`src/rtl/fifo_sched_dna.sv`:
```
// Purpose: two-writer / one-reader sequencer for a shared DEPTH-word RAM; no data is stored here.
// Latency: grant and strobes are combinational (0 cycles); pointers, count and flags update on the next edge.
// Backpressure: writes are refused while full, even with a read in the same cycle; reads while empty are ignored.
// Optional feature: define FIFO_SCHED_DNA_ALMOST_EN to add the registered almost_full output.
module fifo_sched_dna #(
  parameter int DATA_WIDTH = 32,
  parameter int ADDR_WIDTH = 4,
  parameter int AF_LEVEL   = (2 ** ADDR_WIDTH) - 2
) (
  input  logic                  clk,
  input  logic                  reset_n,
  input  logic [1:0]            req,
  input  logic [DATA_WIDTH-1:0] wdata0,
  input  logic [DATA_WIDTH-1:0] wdata1,
  output logic [1:0]            gnt,
  input  logic                  rd,
  output logic                  wr_en,
  output logic                  rd_en,
  output logic [ADDR_WIDTH-1:0] w_addr,
  output logic [ADDR_WIDTH-1:0] r_addr,
  output logic [DATA_WIDTH-1:0] wdata,
  output logic                  full,
  output logic                  empty,
  output logic [ADDR_WIDTH:0]   count
`ifdef FIFO_SCHED_DNA_ALMOST_EN
  ,
  output logic                  almost_full
`endif
);

  localparam int              DEPTH     = 2 ** ADDR_WIDTH;
  localparam logic [ADDR_WIDTH:0] DEPTH_CNT = DEPTH[ADDR_WIDTH:0];
  localparam logic [ADDR_WIDTH:0] AF_CNT    = AF_LEVEL[ADDR_WIDTH:0];

  // prio = 0 prefers requester 0, prio = 1 prefers requester 1
  logic                prio;
  logic [ADDR_WIDTH:0] count_nxt;

  // Strobes and round-robin grant; everything is held off while reset is asserted
  always_comb begin
    gnt   = 2'b00;
    wr_en = 1'b0;
    rd_en = 1'b0;
    if (reset_n) begin
      wr_en = (req != 2'b00) && !full;
      rd_en = rd && !empty;
    end
    if (wr_en) begin
      case (req)
        2'b01:   gnt = 2'b01;
        2'b10:   gnt = 2'b10;
        2'b11:   gnt = prio ? 2'b10 : 2'b01;
        default: gnt = 2'b00;
      endcase
    end
  end

  // Forward the granted requester's data; zero when nobody is granted
  always_comb begin
    wdata = '0;
    case (gnt)
      2'b01:   wdata = wdata0;
      2'b10:   wdata = wdata1;
      default: wdata = '0;
    endcase
  end

  // Next occupancy: simultaneous write and read cancel out
  always_comb begin
    count_nxt = count;
    case ({wr_en, rd_en})
      2'b10:   count_nxt = count + 1'b1;
      2'b01:   count_nxt = count - 1'b1;
      default: count_nxt = count;
    endcase
  end

  // Pointers wrap naturally at DEPTH because they are exactly ADDR_WIDTH bits wide
  always_ff @(posedge clk or negedge reset_n) begin
    if (!reset_n) begin
      w_addr <= '0;
      r_addr <= '0;
    end else begin
      if (wr_en) w_addr <= w_addr + 1'b1;
      if (rd_en) r_addr <= r_addr + 1'b1;
    end
  end

  // Occupancy and flags, all derived from the same next-count value
  always_ff @(posedge clk or negedge reset_n) begin
    if (!reset_n) begin
      count <= '0;
      full  <= 1'b0;
      empty <= 1'b1;
    end else begin
      count <= count_nxt;
      full  <= (count_nxt == DEPTH_CNT);
      empty <= (count_nxt == '0);
    end
  end

  // Priority passes to the requester that was not served whenever a grant happens
  always_ff @(posedge clk or negedge reset_n) begin
    if (!reset_n) begin
      prio <= 1'b0;
    end else if (gnt != 2'b00) begin
      prio <= gnt[0];
    end
  end

`ifdef FIFO_SCHED_DNA_ALMOST_EN
  // Almost-full threshold flag, registered alongside full/empty
  always_ff @(posedge clk or negedge reset_n) begin
    if (!reset_n) begin
      almost_full <= 1'b0;
    end else begin
      almost_full <= (count_nxt >= AF_CNT);
    end
  end
`else
  // Threshold has no consumer in this build
  logic unused_af_cnt;
  assign unused_af_cnt = ^AF_CNT;
`endif

endmodule

```
`config.mk`:
```
export PLATFORM = sky130hd
export DESIGN_NAME = fifo_sched_dna
export DESIGN_NICKNAME = d
export VERILOG_FILES = /design/src/rtl/fifo_sched_dna.sv
export SDC_FILE = /design/constraint.sdc
export NUM_CORES = 1
export LEC_CHECK = 0
export CAP_MARGIN = 20
export CORE_MARGIN = 2
export CORE_UTILIZATION = 26
export DETAILED_ROUTE_END_ITERATION = 10
export PLACE_DENSITY = 0.64
export SYNTH_ARGS = -nofsm -noshare
export SYNTH_HDL_FRONTEND = slang
export SYNTH_SLANG_ARGS = --single-unit
```
`constraint.sdc`:
```
create_clock -name clk -period 3.1 [get_ports clk]
set_clock_uncertainty 0.05 [all_clocks]
set_input_delay 0.62 -clock clk [delete_from_list [all_inputs] [get_ports clk]]
set_output_delay 0.62 -clock clk [all_outputs]
set_load 0.01 [all_outputs]
```
==> flow_summary.toml, run 1 <==
[run_status]
status = "complete, no violations"

[synth]
synth-edff-count = 0
syn_inst = 157
yosys.cell_count.top_type = "nor2b_1"
ys_seq_elements = 16
synth_common_cells = "nor2b_1, a22oi_1, dfrtp_1"
yosys.area.top_type = "dfrtp_1"
synth.top_cell.area_share = 0.268
yosysWarnings = 0
synth_area_leaders = "dfrtp_1, a22oi_1, nor2b_1"
syn-num-nets = 234
ys_seq_area_frac = 0.287
synth.avg_cell_area_um2 = 8.91
synth_area_um2 = 1400
async_reset_ff_frac = 1.00
yosysUniqueCellTypes = 36
synthFlopType = "dfrtp_1"

[place]
dpl_cell_area_um2 = 2780
portBuffers = 119
dp_hpwl_um = 3900
dp_cells = 350
globalplace.congestion = 0.717
place_worst_setup_slack_ns = -0.409

[route]
ant_nets = 0
viasPerCell = 4.75
wl_per_cell_um = 15.1
vias = 1701
drc = 0
wl_um = 5410
drt_iter0_markers = 42
first_pass_iters = 4

[clocking]
cts_buffer_depth = 2
cts_tree = "done"
clock_latency_ns = 0.24
cts_buffers = 3
clkSinkCount = 16
hold_buffers = 0
cts_root_buffer = "clkbuf_8"
cts_htree_levels = 1
clkTransAtPathRegs_ns = 0.06

[sta]
timing.slew.headroom = 0.790
post-route-min-period_ns = 3.06
clock.fmax_ghz = 0.327
fin_ws_ns = 0.0419
grt_setup_unrepaired = "yes"
worst_pin_slew_ns = 0.315
hold_viol = 0
maxSlewViolCount = 0
finalSetupTns_ns = 0
finalSetupViolCount = 0
finalCritPeriodShare = 0.986

[global_route]
grt_use_met1 = 0.202
antenna_found_initial = 0
grt_use_met3 = 0.0314
grt_usage = 0.166
grt_pass1_wl_um = 8060
grtUsageMet2 = 0.305
grt_pass1_vias = 1640
grt_max_degree = 33
grt.busiest_layer = "met2"
gr-total-overflow = 0

[setup_path]
endpoint_kind = "primary output"
regToRegSetupSlack_ns = 0.55
path_class = "input port to primary output"
crit_required_ns = 2.43
r2r_start = "full$_DFF_PN0_"
start_kind = "input port"
reg2regPathDepth = 12
critPathMaxFanout = 8
critPathArrivalTime_ns = 2.39
r2r-end = "full$_DFF_PN0_"

[cells_and_area]
nFillCells = 482
syn2layout_area_growth_pct = 111
diodes = 0
final_core_util = 0.574
nets = 366
drive_gt1_frac = 0.274
design_area_um2 = 2950
fin_cells = 358

[floorplanning]
die_h_um = 77.4
die_w_um = 77.4
die_area_um2 = 5980
io_pins = 120
core_um2 = 5140
start_util = 0.272
fp-row-count = 26

[pwr]
p_leak_nw = 1.18
vdd_drop_max_mv = 0.305
power.density_nw_per_um2 = 560

[worst_hold_path]
hold_class = "input port to async pin"

[run]
timing.max_cap.violations = 0
## flip-flops by register name, indices dropped and copies added (netlist names)
register / count
count: 5
prio: 1
w_addr: 4
empty: 1
r_addr: 4
full: 1
## worst max-delay path: stages
cell and delay [ns]:
clkdlybuf4s50_1 0.51, a21boi_4 0.21, nand2b_4 0.18, inv_2 0.06, ha_4 0.20, buf_12 0.15
a22oi_1 0.16, nor2b_1 0.07, clkdlybuf4s15_2 0.22
## cell usage in the layout (no fill, tap or decap), types with 2 or more instances in the layout
cell type,n
clkdlybuf4s50_1,86
nor2b_1,34
a22oi_1,26
buf_2,18
dfrtp_1,15
buf_4,13
xnor2_1,9
clkdlybuf4s15_2,8
nand2_1,7
a22oi_2,6
ha_1,4
clkbuf_8,4
ha_4,3
clkbuf_16,3
clkdlybuf4s15_1,3
clkbuf_2,3
buf_12,3
o21a_1,2
inv_1,2
inv_2,2
a21oi_2,2
nor2_1,2
xor2_1,2
mux2_2,2
o21ai_0,2
o2111ai_1,2
nand4_1,2
## through the flow
step	power [W]	hold WS [ns]
final	0.00165	0.328
after global routing	0.00177	0.353
after CTS	0.00164	0.426
after detailed placement	0.00142	0.415
after global placement	0.00141	0.411
after floorplan	0.000911	0.274
## power breakdown
part	switching [W]	internal [W]	total, W
Sequential	0.000135	0.000312	0.000447
Clock	0.0000707	0.000113	0.000183
Combinational	0.000409	0.000612	0.00102
## worst max-delay path by stage
stage | from | end | cells after the start
after floorplan | reset_n | full$_DFF_PN0_ | 12
after global placement | reset_n | wdata[9] | 10
after detailed placement | reset_n | wdata[6] | 10
after CTS | reset_n | wdata[7] | 10
after global routing | req[1] | wdata[7] | 9
final | req[0] | wdata[7] | 9
## per-layer routing
metal | up-vias | wire length (um)
li1 | 831 | -
met1 | 812 | 2270
met2 | 56 | 2890
met3 | 2 | 236
met4 | 0 | 12
met5 | - | 0
## layout make-up
type,instances,area (um2),area share
Sequential cell,16,402,0.136
Inverter,4,15.0,0.00509
Clock buffer,4,55.1,0.0187
Timing Repair Buffer,139,1360,0.461
Multi-Input combinational cell,125,1030,0.350
Tap cell,70,87.6,0.0297
## cells by family after synthesis
group                    Yosys count  synth area share
multiplexers                       3            0.0233
adder cells (fa/ha/maj)            8            0.0716
AO/OA/AOI/OAI                     45             0.242
XOR/XNOR                          11            0.0689
flip-flops                        16             0.287
AND/OR/NAND/NOR                   58             0.256
buffers and inverters             16            0.0510
## timing repair
action,in CTS,in global routing
buffers inserted,0,0
gates resized for setup,106,30
setup endpoints to repair,32,34
pin swaps,1,0
gates cloned,1,3
Note: power is estimated with default switching activity, not from simulation.
==> run 2, diff against run 1 <==
- CORE_UTILIZATION: 26 -> 32
- PLACE_DENSITY: 0.64 -> 0.77
==> run 2 against run 1 <==
Against the previous run:
- sequential share of layout area barely moved
- combinational power rose by 6%
- global-route usage rose by 3.2 points
- fmax fell by 0.79%
- sequential power barely moved
- critical path depth did not move
- utilization rose by 11 points
- critical path type unchanged
- count of clock-buffer cells in the layout did not move
- via count rose by 2.1%
- cell area rose by 0.17%
- setup slack got worse by 0.024 ns
==> flow_summary.toml, run 2 (same netlist as run 1, synthesis figures left out) <==
[pwr]
power.density_nw_per_um2 = 580
vdd_drop_max_mv = 0.261
p_total_w = 0.00171
p_leak_nw = 1.23

[clocking]
cts_tree = "done"
clkTransAtPathRegs_ns = 0.06
hold_buffers = 0
clock_latency_ns = 0.25
cts_root_buffer = "clkbuf_8"
cts_buffers = 3
clkSinkCount = 16
cts_buffer_depth = 2
cts_htree_levels = 1

[setup_path]
path_class = "input port to primary output"
critPathMaxFanout = 8
crit_required_ns = 2.43
endpoint_kind = "primary output"
reg2regPathDepth = 12
start_kind = "input port"
critPathArrivalTime_ns = 2.41

[global_route]
grt_usage = 0.198
grt_pass1_vias = 1689
antenna_found_initial = 0
gr-total-overflow = 0
grt_pass1_wl_um = 8060
grt_max_degree = 33

[cells_and_area]
drive_gt1_frac = 0.297
diodes = 0
regArea_um2 = 402
design_area_um2 = 2950
syn2layout_area_growth_pct = 111
largest_reg_flops = 5
regMostFlops = "count"
nets = 371
final_cell_mix = "clkdlybuf4s50_1, nor2b_1, a22oi_1"
nFillCells = 354
multi_input_area_um2 = 1040
reg_top3 = "count x5, r_addr x4, w_addr x4"
final_common_cell = "clkdlybuf4s50_1"

[route]
vias = 1737
first_pass_iters = 4
ant_nets = 0
drt_iter0_markers = 89
wl_per_cell_um = 15.8
wl_um = 5460
viasPerCell = 5.03
drc = 0

[place]
dp_hpwl_um = 3670
globalplace.congestion = 0.773
portBuffers = 119
dpl_cell_area_um2 = 2760

[floorplanning]
core_um2 = 4290
fp-row-count = 24
die_h_um = 70.1
start_util = 0.326
die_area_um2 = 4920
io_pins = 120
die_w_um = 70.1

[sta]
hold_viol = 0
worst_pin_slew_ns = 0.300
timing.slew.headroom = 0.800
whs_ns = 0.420
clock.fmax_ghz = 0.324
finalSetupViolCount = 0
grt_setup_unrepaired = "yes"
maxSlewViolCount = 0
post-route-min-period_ns = 3.08
finalCritPeriodShare = 0.994

[worst_hold_path]
hold_path_depth = 1
hold_class = "register to register"

[run_status]
status = "complete, no violations"

[run]
timing.max_cap.violations = 0
==> run 2: what timing repair did <==
action,CTS,global route
pin swaps,0,2
buffers inserted,1,2
endpoints found under the hold margin,0,0
resized for setup,99,47
gates cloned,1,4
endpoints found under the setup margin,33,34
==> run 2: routing by layer <==
| layer | vias up | track usage | routed length (um) |
|---|---|---|---|
| met5 | - | 0 | 0 |
| li1 | 846 | - | - |
| met1 | 824 | 0.262 | 2340 |
| met4 | 0 | 0.0513 | 72 |
| met2 | 58 | 0.342 | 2730 |
| met3 | 9 | 0.0216 | 308 |
==> run 2: power by group <==
part	switching (W)	total (W)	internal [W]
combinational	0.000431	0.00108	0.000647
sequential	0.000138	0.000449	0.000312
clock	0.0000739	0.000187	0.000113
==> run 2: path summary, 6_finish.rpt <==
path | start | end | slack, ns
max reg2reg | full$_DFF_PN0_ | full$_DFF_PN0_ | 0.58
max | req[1] | wdata[23] | 0.02
min reg2reg | w_addr[3]$_DFFE_PN0N_ | w_addr[3]$_DFFE_PN0N_ | 0.42
min | w_addr[3]$_DFFE_PN0N_ | w_addr[3]$_DFFE_PN0N_ | 0.42
min in group asynchronous | reset_n | count[3]$_DFF_PN0_ | 0.68
max in group asynchronous | reset_n | empty$_DFF_PN1_ | 2.06
==> run 2: area by class of cell <==
class / instances / share of cell area
Sequential cell: 16 / 0.136
Tap cell: 52 / 0.0220
Timing Repair Buffer: 144 / 0.464
Inverter: 4 / 0.00593
Clock buffer: 4 / 0.0186
Multi-Input combinational cell: 125 / 0.353
==> run 2: metrics by stage <==
stage,util,setup TNS (ns),std cells,worst slack [ns]
2_1_floorplan,-,0,157,0.264
3_3_place_gp,0.644,-11.43,333,-0.372
3_5_place_dp,0.644,-14.31,333,-0.475
4_1_cts,0.679,-0.0147,339,-0.0137
5_1_grt,0.688,-0.280,345,-0.0489
6_report,0.688,0,345,0.0176
==> run 2: worst max-delay path: stages <==
cell and delay, ns:
clkdlybuf4s50_1 0.50, a21boi_4 0.23, nand2b_4 0.21, inv_4 0.05
ha_4 0.20, clkbuf_16 0.17, a22oi_1 0.20, nor2b_1 0.08
buf_2 0.15
